<file path="config.mk">
export PLATFORM = sky130hd
export DESIGN_NAME = muldiv_seq
export DESIGN_NICKNAME = d
export VERILOG_FILES = /design/src/rtl/muldiv_seq.sv
export SDC_FILE = /design/constraint.sdc
export NUM_CORES = 1
export LEC_CHECK = 0
export BUFFER_PORTS_ARGS = -buffer_cell sky130_fd_sc_hd__buf_2
export CAP_MARGIN = 20
export CORE_ASPECT_RATIO = 0.8
export CORE_MARGIN = 10
export CORE_UTILIZATION = 45
export CTS_CLUSTER_DIAMETER = 80
export DETAILED_ROUTE_END_ITERATION = 12
export GPL_TIMING_DRIVEN = 0
export SYNTH_ARGS = -nofsm -noshare
export SYNTH_HDL_FRONTEND = slang
export SYNTH_SLANG_ARGS = --single-unit
</file>
<file path="constraint.sdc">
create_clock -name clk -period 3.5 [get_ports clk]
set_input_delay 0.35 -clock clk [delete_from_list [all_inputs] [get_ports clk]]
set_output_delay 0.35 -clock clk [all_outputs]
set_load 0.03 [all_outputs]
</file>
<file path="src/rtl/muldiv_seq.sv">
// muldiv_seq: iterative RV32M multiply/divide sequencer for the EX stage.
// Runs a 32-step shift-add multiply or restoring divide on magnitudes,
// then applies sign correction. Divide-by-zero and signed overflow take a
// short special path.
// Ports:
//   clk, rst_n        clock, asynchronous active-low reset
//   start             operation request (held while the M op sits in EX)
//   funct3            RV32M operation select
//   rs1, rs2          operands A and B
//   flush             synchronous abort from a pipeline redirect
//   busy              high whenever the sequencer is not idle
//   done              one-cycle pulse, result valid in the same cycle
//   result            registered result, held until the next completion
//   stall             combinational EX-stage hold request
module muldiv_seq #(
  parameter int unsigned XLEN = 32
) (
  input  logic            clk,
  input  logic            rst_n,
  input  logic            start,
  input  logic [2:0]      funct3,
  input  logic [XLEN-1:0] rs1,
  input  logic [XLEN-1:0] rs2,
  input  logic            flush,
  output logic            busy,
  output logic            done,
  output logic [XLEN-1:0] result,
  output logic            stall
);

  localparam int unsigned CW  = $clog2(XLEN) + 1;
  localparam int unsigned AW  = 2 * XLEN;
  localparam logic [XLEN-1:0] MIN_NEG = {1'b1, {(XLEN-1){1'b0}}};

  typedef enum logic [2:0] {
    IDLE = 3'd0,
    CALC = 3'd1,
    FIX  = 3'd2,
    SPEC = 3'd3,
    DONE = 3'd4
  } state_t;

  state_t          state_q, state_d;
  logic [2:0]      op_q, op_d;
  logic            neg_a_q, neg_a_d;
  logic            neg_b_q, neg_b_d;
  logic [XLEN-1:0] a_q, a_d;
  logic [XLEN-1:0] b_q, b_d;
  logic [AW-1:0]   acc_q, acc_d;
  logic [CW-1:0]   cnt_q, cnt_d;
  logic [XLEN-1:0] result_q, result_d;
  logic            busy_q, busy_d;
  logic            done_q, done_d;

  // Operand decode in IDLE: signedness, magnitudes and special cases.
  logic            sgn_a_in, sgn_b_in, neg_a_in, neg_b_in;
  logic [XLEN-1:0] mag_a_in, mag_b_in;
  logic            div_zero, div_ovf;
  logic [XLEN-1:0] spec_val;

  assign sgn_a_in = (funct3 != 3'b011) && (funct3 != 3'b101) && (funct3 != 3'b111);
  assign sgn_b_in = sgn_a_in && (funct3 != 3'b010);
  assign neg_a_in = sgn_a_in && rs1[XLEN-1];
  assign neg_b_in = sgn_b_in && rs2[XLEN-1];
  assign mag_a_in = neg_a_in ? (XLEN'(0) - rs1) : rs1;
  assign mag_b_in = neg_b_in ? (XLEN'(0) - rs2) : rs2;
  assign div_zero = funct3[2] && (rs2 == '0);
  assign div_ovf  = funct3[2] && !funct3[0] && (rs1 == MIN_NEG) && (rs2 == '1);

  // funct3[1] distinguishes REM/REMU from DIV/DIVU.
  always_comb begin
    spec_val = '0;
    if (div_zero) spec_val = funct3[1] ? rs1 : '1;
    else          spec_val = funct3[1] ? '0  : MIN_NEG;
  end

  // Multiply step: add multiplicand into the upper half, shift right with carry.
  logic [XLEN-1:0] mul_add;
  logic [XLEN:0]   mul_sum;
  assign mul_add = b_q[0] ? a_q : '0;
  assign mul_sum = {1'b0, acc_q[AW-1:XLEN]} + {1'b0, mul_add};

  // Divide step: dividend bits stream in from the top of a_q; remainder
  // needs one spare bit because 2*rem+1 can exceed XLEN bits.
  logic [XLEN:0]   rem_sh;
  logic [XLEN+1:0] div_diff;
  logic            div_ok;
  logic [XLEN-1:0] rem_new;
  assign rem_sh   = {acc_q[AW-1:XLEN], a_q[XLEN-1]};
  assign div_diff = {1'b0, rem_sh} - {2'b00, b_q};
  assign div_ok   = ~div_diff[XLEN+1];
  assign rem_new  = div_ok ? div_diff[XLEN-1:0] : rem_sh[XLEN-1:0];

  // Sign correction of the finished magnitudes.
  logic [AW-1:0]   prod_fix;
  logic [XLEN-1:0] quo_fix, rem_fix;
  assign prod_fix = (neg_a_q ^ neg_b_q) ? (AW'(0) - acc_q) : acc_q;
  assign quo_fix  = (neg_a_q ^ neg_b_q) ? (XLEN'(0) - acc_q[XLEN-1:0]) : acc_q[XLEN-1:0];
  assign rem_fix  = neg_a_q ? (XLEN'(0) - acc_q[AW-1:XLEN]) : acc_q[AW-1:XLEN];

  // State and datapath registers.
  always_ff @(posedge clk or negedge rst_n) begin
    if (!rst_n) begin
      state_q  <= IDLE;
      op_q     <= '0;
      neg_a_q  <= 1'b0;
      neg_b_q  <= 1'b0;
      a_q      <= '0;
      b_q      <= '0;
      acc_q    <= '0;
      cnt_q    <= '0;
      result_q <= '0;
      busy_q   <= 1'b0;
      done_q   <= 1'b0;
    end else begin
      state_q  <= state_d;
      op_q     <= op_d;
      neg_a_q  <= neg_a_d;
      neg_b_q  <= neg_b_d;
      a_q      <= a_d;
      b_q      <= b_d;
      acc_q    <= acc_d;
      cnt_q    <= cnt_d;
      result_q <= result_d;
      busy_q   <= busy_d;
      done_q   <= done_d;
    end
  end

  // Next-state and datapath update.
  always_comb begin
    state_d  = state_q;
    op_d     = op_q;
    neg_a_d  = neg_a_q;
    neg_b_d  = neg_b_q;
    a_d      = a_q;
    b_d      = b_q;
    acc_d    = acc_q;
    cnt_d    = cnt_q;
    result_d = result_q;

    if (flush) begin
      state_d = IDLE;
    end else begin
      case (state_q)
        IDLE: begin
          if (start) begin
            op_d    = funct3;
            neg_a_d = neg_a_in;
            neg_b_d = neg_b_in;
            a_d     = mag_a_in;
            b_d     = mag_b_in;
            cnt_d   = '0;
            if (div_zero || div_ovf) begin
              acc_d   = {{XLEN{1'b0}}, spec_val};
              state_d = SPEC;
            end else begin
              acc_d   = '0;
              state_d = CALC;
            end
          end
        end
        CALC: begin
          if (op_q[2]) begin
            acc_d = {rem_new, acc_q[XLEN-2:0], div_ok};
            a_d   = a_q << 1;
          end else begin
            acc_d = {mul_sum, acc_q[XLEN-1:1]};
            b_d   = b_q >> 1;
          end
          cnt_d = cnt_q + CW'(1);
          if (cnt_q == CW'(XLEN - 1)) state_d = FIX;
        end
        FIX: begin
          case (op_q)
            3'b000:                 result_d = prod_fix[XLEN-1:0];
            3'b001, 3'b010, 3'b011: result_d = prod_fix[AW-1:XLEN];
            3'b100, 3'b101:         result_d = quo_fix;
            default:                result_d = rem_fix;
          endcase
          state_d = DONE;
        end
        SPEC: begin
          result_d = acc_q[XLEN-1:0];
          state_d  = DONE;
        end
        DONE: begin
          state_d = IDLE;
        end
        default: begin
          state_d = IDLE;
        end
      endcase
    end

    busy_d = (state_d != IDLE);
    done_d = (state_d == DONE);
  end

  assign busy   = busy_q;
  assign done   = done_q;
  assign result = result_q;
  assign stall  = ((state_q == IDLE) && start) ||
                  (state_q == CALC) || (state_q == FIX) || (state_q == SPEC);

endmodule

</file>
After elaboration in Yosys (flattened, before gate mapping). Index checks and enable logic that the tools add are counted.

Word-level logic and storage cells: 99. Input bits: 71. Output and inout bits: 35. Register bits after elaboration: 176.

Multiplexer cells: 29. Bitwise operators: 3. Eq/ne operators: 19. Add/subtract/negate cells: 8. Reductions and logical operators: 29.

Operator list (count): 2-to-1 mux 32 bit (14); 2-to-1 mux 64 bit (3); case mux 32 bit (2 select lines) (3); case mux 64 bit (2 select lines) (1); subtractor 1 x 32 -> 32 bit, first input constant (4); case mux 32 bit (3 select lines) (1); == test 32 bit, second input constant (2); subtractor 1 x 64 -> 64 bit, first input constant (1); subtractor 33 x 32 -> 34 bit (1); adder 32 x 32 -> 33 bit (1); logical NOT 32 bit (1); == test 3 x 2 -> 1 bit, second input constant (4); case mux 6 bit (2 select lines) (1); logical AND 1 bit (10); == test 3 bit, second input constant (3); 2-to-1 mux 3 bit (3); case mux 3 bit (3 select lines) (1); AND reduction 4 bit (2); adder 6 x 1 -> 6 bit, second input constant (1); == test 3 x 1 -> 1 bit, second input constant (2); == test 6 x 5 -> 1 bit, second input constant (1); logical NOT 3 bit (2); 2-to-1 mux 6 bit (1); != test 2 bit, second input constant (3); 13 further kinds (22).

Logic depth before layout (Yosys ltp). Gate-level depths: netlist of run 1.

Word-level depth: 10. Depth in mapped cells: 14. Depth with buffers taken out: 13.

Worst setup path after synthesis of run 1. Ideal clock, no wire load.

Path type: reg2reg. Start point: register b_q[6]. End point: register acc_q[39]. Required time: 3366 ps. Stages on the path, launching flop included: 13. Clock period less this slack: 3063 ps. Library setup time: 134 ps. Path buffers: 2. Arrival: 2929 ps. Path slack: 437 ps. Cells stage by stage: dfrtp_1 -> inv_1 -> ha_1 -> a2111o_1 -> o21ai_0 -> o31ai_1 -> a31oi_1 -> o311a_1 -> clkbuf_1 -> buf_1 -> nor2_1 -> a21oi_1 -> o21ai_0.

Longest elaborated chain between the ends: 4.

Ends and longest elaborated chain: start: declaration (line 48) `logic [XLEN-1:0] b_q, b_d;`; start signal: assignment (line 109) `b_q <= '0;`; start signal: assignment (line 121) `b_q <= b_d;`; subtractor 33 x 32 -> 34 bit (line 90) `assign div_diff = {1'b0, rem_sh} - {2'b00, b_q};`; 2-to-1 mux 32 bit (line 92) `assign rem_new = div_ok ? div_diff[XLEN-1:0] : rem_sh[XLEN-1:0];`; 2-to-1 mux 64 bit (line 164) `if (op_q[2]) begin`; case mux 64 bit (2 select lines) (line 145) `case (state_q)`; end signal: assignment (line 110) `acc_q <= '0;`; end signal: assignment (line 122) `acc_q <= acc_d;`; end: declaration (line 49) `logic [AW-1:0] acc_q, acc_d;`.

Every way passes these cells. A chain may end at the register's enable or synchronous reset.

Worst setup path after layout of run 1.
Start point: register b_q[0]. End point: register acc_q[63].

Longest elaborated chain between the ends: 4. Elaborated cells on any way between the ends: 6. Those cells by class: 2 x add/sub; 4 x mux.

Ends and longest elaborated chain (line): subtractor 33 x 32 -> 34 bit / 2-to-1 mux 32 bit (equally long branches) (90, 80); 2-to-1 mux 32 bit / adder 32 x 32 -> 33 bit (equally long branches) (92, 81); 2-to-1 mux 64 bit (*) (164); case mux 64 bit (2 select lines) (*) (145).

Mark *: on every way between the ends. The rest lies on a longest branch, timed or not.

==> metrics.md, run 1 <==
| Metric | Value |
|---|---|
| Slew Viols, Final | `0` |
| Layout net count | `2392` |
| Final WL | `67.9 mm` |
| Gpl congestion | `1.01` |
| First-pass GRT wire length | `100 mm` |
| Vias | `17531` |
| VDD IR max | `0.367 mV` |
| Remaining DRCs | `0` |
| CP max FO | `10` |
| Crit. path cell count | `14` |
| H-tree depth | `4` |
| Post-synthesis sequential area ratio | `27.6%` |
| Power Total | `0.0134 W` |
| Sink Count | `176` |
| Post-Syn Instances | `2112` |
| HP Start | `rs2[0]` |
| Initial Util | `45.8%` |
| Critical Path RT | `3.91 ns` |
| Core area | `0.0349 mm²` |
| Post-synth EDFFs | `0` |
| Die area | `0.0434 mm²` |
| Row Count | `61` |
| Critical-path top delay cell | `dfrtp_2` |
| Least-Margin Pin Slew | `1.29 ns` |
| Area Growth Syn to Fin | `13.9%` |
| Mapped Area | `0.0160 mm²` |
| Vias in the first global route | `16063` |
| Top post-synthesis cells by area | `dfrtp_1 28%, nand2_1 5.6%, ha_1 5.6%` |
| Worst r2r dst | `acc_q[63]` |
| Cell taking the most area after synthesis | `dfrtp_1` |
| Initial antenna violation count | `1` |
| Final setup violation count | `0` |
| Critical R2R Launch | `b_q[0]` |
| Clk_lat worst skew | `0.47 ns` |
| Clk pin slew, worst setup/hold paths | `0.08 ns` |
| Worst hold stages | `3` |
| Reg2Reg Depth | `14` |
| Die X | `231 µm` |
| Dpl ws | `-0.988 ns` |
| HP Class | `primary input to register` |
| Asr flop ratio synth | `100%` |
| Syn nets | `2256` |
| Pwr dens | `736 mW/mm²` |
| Fin crit period | `3.42 ns` |
| Average cell area after synthesis | `7.56 µm²` |
| Largest delay share family, worst path | `compound AO/OA/AOI/OAI gates` |
| Max cap viols | `0` |
| Yosys reg bits | `176` |
| Worst slew margin | `13.9%` |
| Yosys cell types | `78` |
| Final hold vios | `0` |
| Buf/Inv on CP | `2` |
| Status | `finished, final reports clean` |
| Fraction of layout instances using a drive strength above 1 | `11.7%` |
| Gr usage total | `30.2%` |
| PortBufs | `104` |
| Crit share post-route | `97.7%` |
| Final Skew | `0.0146 ns` |
| DR WL/cell | `24.8 µm` |
| Flop-to-flop setup slack | `0.08 ns` |
| CTS tree | `yes` |
| DPL Wire Length | `53.9 mm` |
| Max stage delay on crit path | `0.44 ns` |
| Util after Layout | `52.1%` |
| Drt via density | `6.41` |
| Ys flop type | `dfrtp_1` |
| Ys Warns | `0` |
| Top-level I/O count | `106` |
| Antenna-violating nets left | `0` |
| Fmax | `0.292 GHz` |
| First-pass detailed-route iteration total | `6` |
| Synth top area share | `27.6%` |
| Critical Path Start Type | `register` |
| Die Ht | `188 µm` |
| Element type at the critical path end | `register` |
| Clk buf depth | `2` |
| Slack of the critical path | `0.0791 ns` |
| Worst Path Arrival | `3.83 ns` |
| Largest net degree at the start of global routing | `112` |
| CTS root buf | `clkbuf_16` |
| WHS Endpoint | `b_q[0]` |
| Overflow after GRT | `0` |
| Num CTS Buffers | `17` |
| DRT iter0 DRCs | `2379` |
| Static leakage | `7.52 nW` |
| CP cell instances | `clkbuf_4 -> and2_1 -> ha_2 -> inv_1 -> fa_1 -> nor2b_2 -> o31ai_2 -> a21oi_2 -> o31ai_4 -> o31a_1 -> o21ai_2 -> nand3_1 -> o41ai_2 -> o32a_1` |
| Setup CP Type | `register to register` |
-- cells in the final DEF, fill, tap and decap left out, types with 13 or more instances in the layout --
cell,n
o221ai_1,30
mux2_2,29
dfrtp_1,173
o21ai_0,161
nor4_1,14
o21ai_1,36
buf_2,107
nand3_1,42
xnor2_1,89
a31oi_1,47
a21o_1,27
clkbuf_16,17
nor3_1,73
o22ai_1,17
a211oi_1,18
o211ai_1,33
a21oi_1,169
and2_1,39
inv_1,68
buf_1,13
o31ai_1,28
buf_4,15
o21a_1,14
or3_1,19
nand4_1,23
ha_1,65
xor2_1,96
nand2_1,237
clkbuf_1,126
nor2_1,194
-- how the worst max path moves through the flow --
stage | start | endpoint | slack, ns
2_1_floorplan | b_q[6] | acc_q[39] | 0.44
3_3_place_gp | acc_q[42] | result[21] | -1.02
3_5_place_dp | acc_q[32] | acc_q[37] | -0.99
4_1_cts | b_q[0] | acc_q[63] | 0.02
5_1_grt | b_q[0] | acc_q[63] | -0.06
6_report | b_q[0] | acc_q[63] | 0.08
-- power breakdown --
| group | total, W | switching, W | internal, W |
|---|---|---|---|
| Clock | 0.00208 | 0.00104 | 0.00104 |
| Sequential | 0.00309 | 0.000598 | 0.00249 |
| Combinational | 0.00822 | 0.00526 | 0.00296 |
-- cell families after synthesis --
| group | Yosys count | share of synthesized area [%] |
|---|---|---|
| AO/OA/AOI/OAI | 682 | 26.7 |
| AND/OR/NAND/NOR | 729 | 21.5 |
| adder cells (fa/ha/maj) | 73 | 5.82 |
| XOR/XNOR | 185 | 10.2 |
| buffers and inverters | 228 | 5.54 |
| multiplexers | 39 | 2.67 |
| flip-flops | 176 | 27.6 |
-- what timing repair did --
item,in CTS,in global routing
pin swaps,2,10
buffers inserted,5,8
endpoints found under the hold margin,65,0
hold buffers,1,0
resized for setup,39,54
setup endpoints to repair,65,40
-- stage by stage --
stage | hold slack (ns) | cell area (µm²) | TNS (ns) | std cells
floorplan | 0.0544 | 16000 | 0 | 2112
global placement | 0.464 | 17100 | -197.93 | 2688
detailed placement | 0.333 | 17100 | -32.52 | 2690
CTS | 0.180 | 17900 | 0 | 2728
global route | 0.198 | 18200 | -0.158 | 2733
finish | 0.187 | 18200 | 0 | 2734
-- routing by layer --
| metal | vias up | GRT usage [%] | share of wire (%) |
|---|---|---|---|
| met3 | 88 | 8.81 | 12 |
| met1 | 8545 | 44.9 | 46 |
| met4 | 2 | 7.33 | 1.9 |
| li1 | 7933 | - | - |
| met2 | 963 | 41.3 | 40 |
| met5 | - | 0 | 0.019 |
-- Yosys cell counts, drive strengths merged (6+ instances only) --
library cell	instances
clkbuf	139
nor2	197
o41ai	13
nor4	18
nand2b	12
a31oi	49
o22ai	17
ha	71
nand3	43
and3	9
a21oi	172
nand2	237
o21a	14
dfrtp	176
xnor2	89
or2	6
xor2	96
o221ai	31
a21o	27
nor3	80
buf	21
a211oi	20
a22oi	12
a221oi	7
and2	42
mux2	29
or4	14
mux2i	10
inv	68
o31ai	31
o211ai	33
or3	21
nor2b	10
nand4	24
o21ai	200
-- worst reg2reg max path, delay by kind of cell, from the launching register on --
| kind | cells | cell delay [ns] |
|---|---|---|
| adder cells (fa/ha/maj) | 2 | 0.64 |
| AND/OR/NAND/NOR | 3 | 0.44 |
| AO/OA/AOI/OAI | 7 | 1.58 |
| buffers and inverters | 2 | 0.28 |
| flip-flops | 1 | 0.44 |
-- final cells by class --
cell class                      count  area [µm²]
Clock buffer                       18         439
Timing Repair Buffer              120         673
Tap cell                          472         591
Buffer                            157         643
Clock inverter                     14         161
Multi-Input combinational cell   1708       11000
Inverter                           68         255
Fill cell                        3535       16700
Antenna cell                        1        2.50
Sequential cell                   176        4410
-- sequential cells by signal, indices dropped and copies added, names as in the netlist --
name	count
acc_q	64
a_q	32
b_q	32
result	32
cnt_q	6
op_q	3
state_q	3
busy	1
done	1
neg_a_q	1
neg_b_q	1
No activity file was read; power rests on OpenSTA's default activity.
==> run 2: changes to the inputs <==
ABC_AREA = 1   (was unset)
==> metrics.md, run 2 <==
| Metric | Value |
|---|---|
| Status | `finished, final reports clean` |
| HP Start | `rs2[0]` |
| WHS Endpoint | `b_q[0]` |
| DPL Wire Length | `74.6 mm (+38%)` |
| Largest Register | `acc_q` |
| Fin crit period | `3.28 ns (-0.138 ns)` |
| Sink Count | `176 (unchanged)` |
| Critical R2R Launch | `b_q[0]` |
| Row Count | `67 (+9.8%)` |
| Placed Instance Area | `0.0204 mm² (+19%)` |
| Post-synthesis sequential area ratio | `23.0% (-4.6 points)` |
| Asr flop ratio synth | `100% (unchanged)` |
| Util after Layout | `50.1% (-2.0 points)` |
| HP Class | `primary input to register` |
| Drt via density | `5.91 (-7.8%)` |
| Die X | `251 µm (+8.8%)` |
| Critical Path RT | `3.87 ns (-0.04 ns)` |
| Layout net count | `3579 (+50%)` |
| Pwr dens | `836 mW/mm² (+14%)` |
| Remaining DRCs | `0 (unchanged)` |
| Overflow after GRT | `0 (unchanged)` |
| Worst hold stages | `3 (unchanged)` |
| Cell taking the most area after synthesis | `dfrtp_1` |
| Post-Syn Instances | `3309 (+57%)` |
| Flop-to-flop setup slack | `0.22 ns (+0.14 ns)` |
| Crit share post-route | `93.8% (-4.0 points)` |
| Top post-synthesis cells by area | `dfrtp_1 23%, nand2_1 20%, inv_1 8.7%` |
| N_diodes | `0 (-1)` |
| CP max FO | `10 (unchanged)` |
| Clk buf depth | `2 (unchanged)` |
| Max cap viols | `0 (unchanged)` |
| Fill count | `4495 (+27%)` |
| Min Hold Slack | `0.208 ns (+0.0202 ns)` |
| Max FFs per register | `64 (unchanged)` |
| Fraction of layout instances using a drive strength above 1 | `8.47% (-3.2 points)` |
| Num CTS Buffers | `17 (unchanged)` |
| Least-Margin Pin Slew | `1.06 ns (-0.227 ns)` |
| VDD IR max | `0.438 mV (+19%)` |
| Most frequent cells in the layout | `1037 x nand2_1, 445 x inv_1, 357 x nor2_1` |
| Most frequent cell after synthesis | `nand2_1` |
| Non-filler cells, final | `4000 (+46%)` |
| H-tree depth | `4 (unchanged)` |
| Reg2Reg Depth | `20 (+6)` |
| Final hold vios | `0 (unchanged)` |
| Post-synth top cells | `1037 x nand2_1, 445 x inv_1, 357 x nor2_1, 259 x nand3_1, 207 x a21oi_1` |
| Leading cell type in the layout, fill and taps excluded | `nand2_1` |
| Core area | `0.0420 mm² (+20%)` |
| Vias | `23659 (+35%)` |
| Worst Path Arrival | `3.65 ns (-0.18 ns)` |
| CTS root buf | `clkbuf_16` |
| Fmax | `0.305 GHz (+4.2%)` |
| First-pass GRT wire length | `132 mm (+32%)` |
| Ys flop type | `dfrtp_1` |
| Average cell area after synthesis | `5.80 µm² (-23%)` |
| Top-level I/O count | `106 (unchanged)` |
| Final Skew | `0.0158 ns (+0.00129 ns)` |
| DR WL/cell | `22.6 µm (-8.9%)` |
| Yosys cell types | `50 (-36%)` |
| Setup CP Type | `register to register` |
| Syn nets | `3453 (+53%)` |
| Die Ht | `205 µm (+8.6%)` |
| RSZ-0062 raised after global routing | `false` |
| First-pass detailed-route iteration total | `7 (+1)` |
| Clk pin slew, worst setup/hold paths | `0.09 ns (about the same)` |
| Worst r2r dst | `acc_q[53]` |
| Ys Warns | `0 (unchanged)` |
| Initial Util | `45.7% (-0.070 points)` |
| Static leakage | `11.1 nW (+48%)` |
| Initial antenna violation count | `0 (-1)` |
| Gr usage total | `33.9% (+3.8 points)` |
| DRT iter0 DRCs | `3180 (+34%)` |
| Final setup violation count | `0 (unchanged)` |
| Worst slew margin | `28.8% (+15 points)` |
| Slack of the critical path | `0.217 ns (+0.138 ns)` |
| Die area | `0.0513 mm² (+18%)` |
| Synth top area share | `23.0% (-4.6 points)` |
| Vias in the first global route | `20859 (+30%)` |
| CTS tree | `yes` |
| Post-synth EDFFs | `0 (unchanged)` |
| PortBufs | `105 (+0.96%)` |
| Dpl cells | `3967 (+47%)` |
| Mapped Area | `0.0192 mm² (+20%)` |
| Dpl ws | `0.214 ns (+1.20 ns)` |
| Largest net degree at the start of global routing | `122 (+8.9%)` |
| Area Growth Syn to Fin | `9.72%` |
| Critical Path Start Type | `register` |
| Element type at the critical path end | `register` |
| Final instance area | `0.0211 mm² (+16%)` |
| Slew Viols, Final | `0 (unchanged)` |
| Clk_lat worst skew | `0.47 ns (about the same)` |
| Antenna-violating nets left | `0 (unchanged)` |
| Gpl congestion | `1.03 (+2.4%)` |
| Final WL | `90.4 mm (+33%)` |
| Yosys reg bits | `176 (unchanged)` |
[run 2: changes by cell type after synthesis, moves of 37 or more]
cell and change:
nand2_1 +800, clkbuf_1 -92, xor2_1 -46, buf_2 +40
xnor2_1 -85, nand3_1 +216, inv_1 +377, a31oi_1 -39
nor2_1 +160, nor3_1 -37
[run 2: critical path, cell delays in order (launching register included)]
cell	delay, ns
dfrtp_1	0.52
clkbuf_2	0.28
nand2_1	0.08
inv_1	0.06
ha_1	0.22
inv_1	0.08
fa_1	0.42
inv_1	0.14
nand3_1	0.08
nand3_1	0.24
nand2_1	0.09
nand2_1	0.13
nand2_1	0.08
nand2_1	0.22
nand2_1	0.12
nand3_1	0.09
nand3_1	0.08
nand2_1	0.10
inv_1	0.06
nand2_1	0.06
nand2_1	0.05
[run 2: final cells by class]
class,instances,area [µm²],share of cell area [%]
plain buffers,121,596,2.83
clock buffers,17,425,2.02
clock inverters,15,175,0.832
flip-flops and latches,176,4400,20.9
multi-input cells,2548,12400,59.1
inverters,464,1740,8.27
repair buffers,107,573,2.72
well taps,552,691,3.28
[run 2: metal layers]
metal / part of all wire (%) / GRT usage [%] / wire [µm] / up-vias
li1: - / - / - / 10946
met1: 46 / 51.0 / 41600 / 11128
met2: 37 / 43.8 / 33500 / 1480
met3: 15 / 13.4 / 13700 / 105
met4: 1.7 / 6.55 / 1560 / 0
met5: 0 / 0 / 0 / -
[run 2: worst max-delay path by stage]
| stage | from | to | slack [ns] |
|---|---|---|---|
| floorplan | b_q[0] | acc_q[61] | 1.02 |
| global placement | rst_n | acc_q[14] | -0.89 |
| detailed placement | b_q[0] | acc_q[61] | 0.21 |
| CTS | b_q[0] | acc_q[61] | 0.19 |
| global route | b_q[0] | acc_q[61] | 0.09 |
| finish | b_q[0] | acc_q[53] | 0.22 |
[run 2: cells by family after synthesis]
family	count (synthesis)	synth area share [%]
buf+inv	585	12.2
xor+xnor	54	2.46
fa+ha+maj	73	4.84
simple gates	1833	40.3
compound gates	588	17.3
flops	176	23.0
[run 2: where the power goes]
part | internal, W | switching, W | total, W
logic | 0.00348 | 0.00842 | 0.0119
registers | 0.00261 | 0.00106 | 0.00366
clock network | 0.00102 | 0.00102 | 0.00204
total | 0.00710 | 0.0105 | 0.0176
[run 2: repair_timing]
item	CTS	global route
hold endpoints to repair	55	0
setup buffers	0	0
setup endpoints to repair	0	3
gates resized for setup	0	2
hold buffers	1	0
[run 2: per-stage QoR]
step | total power, W | setup TNS (ns)
global placement | 0.0148 | -150.30
finish | 0.0176 | 0
floorplan | 0.0111 | 0
detailed placement | 0.0150 | 0
global route | 0.0188 | 0
CTS | 0.0170 | 0
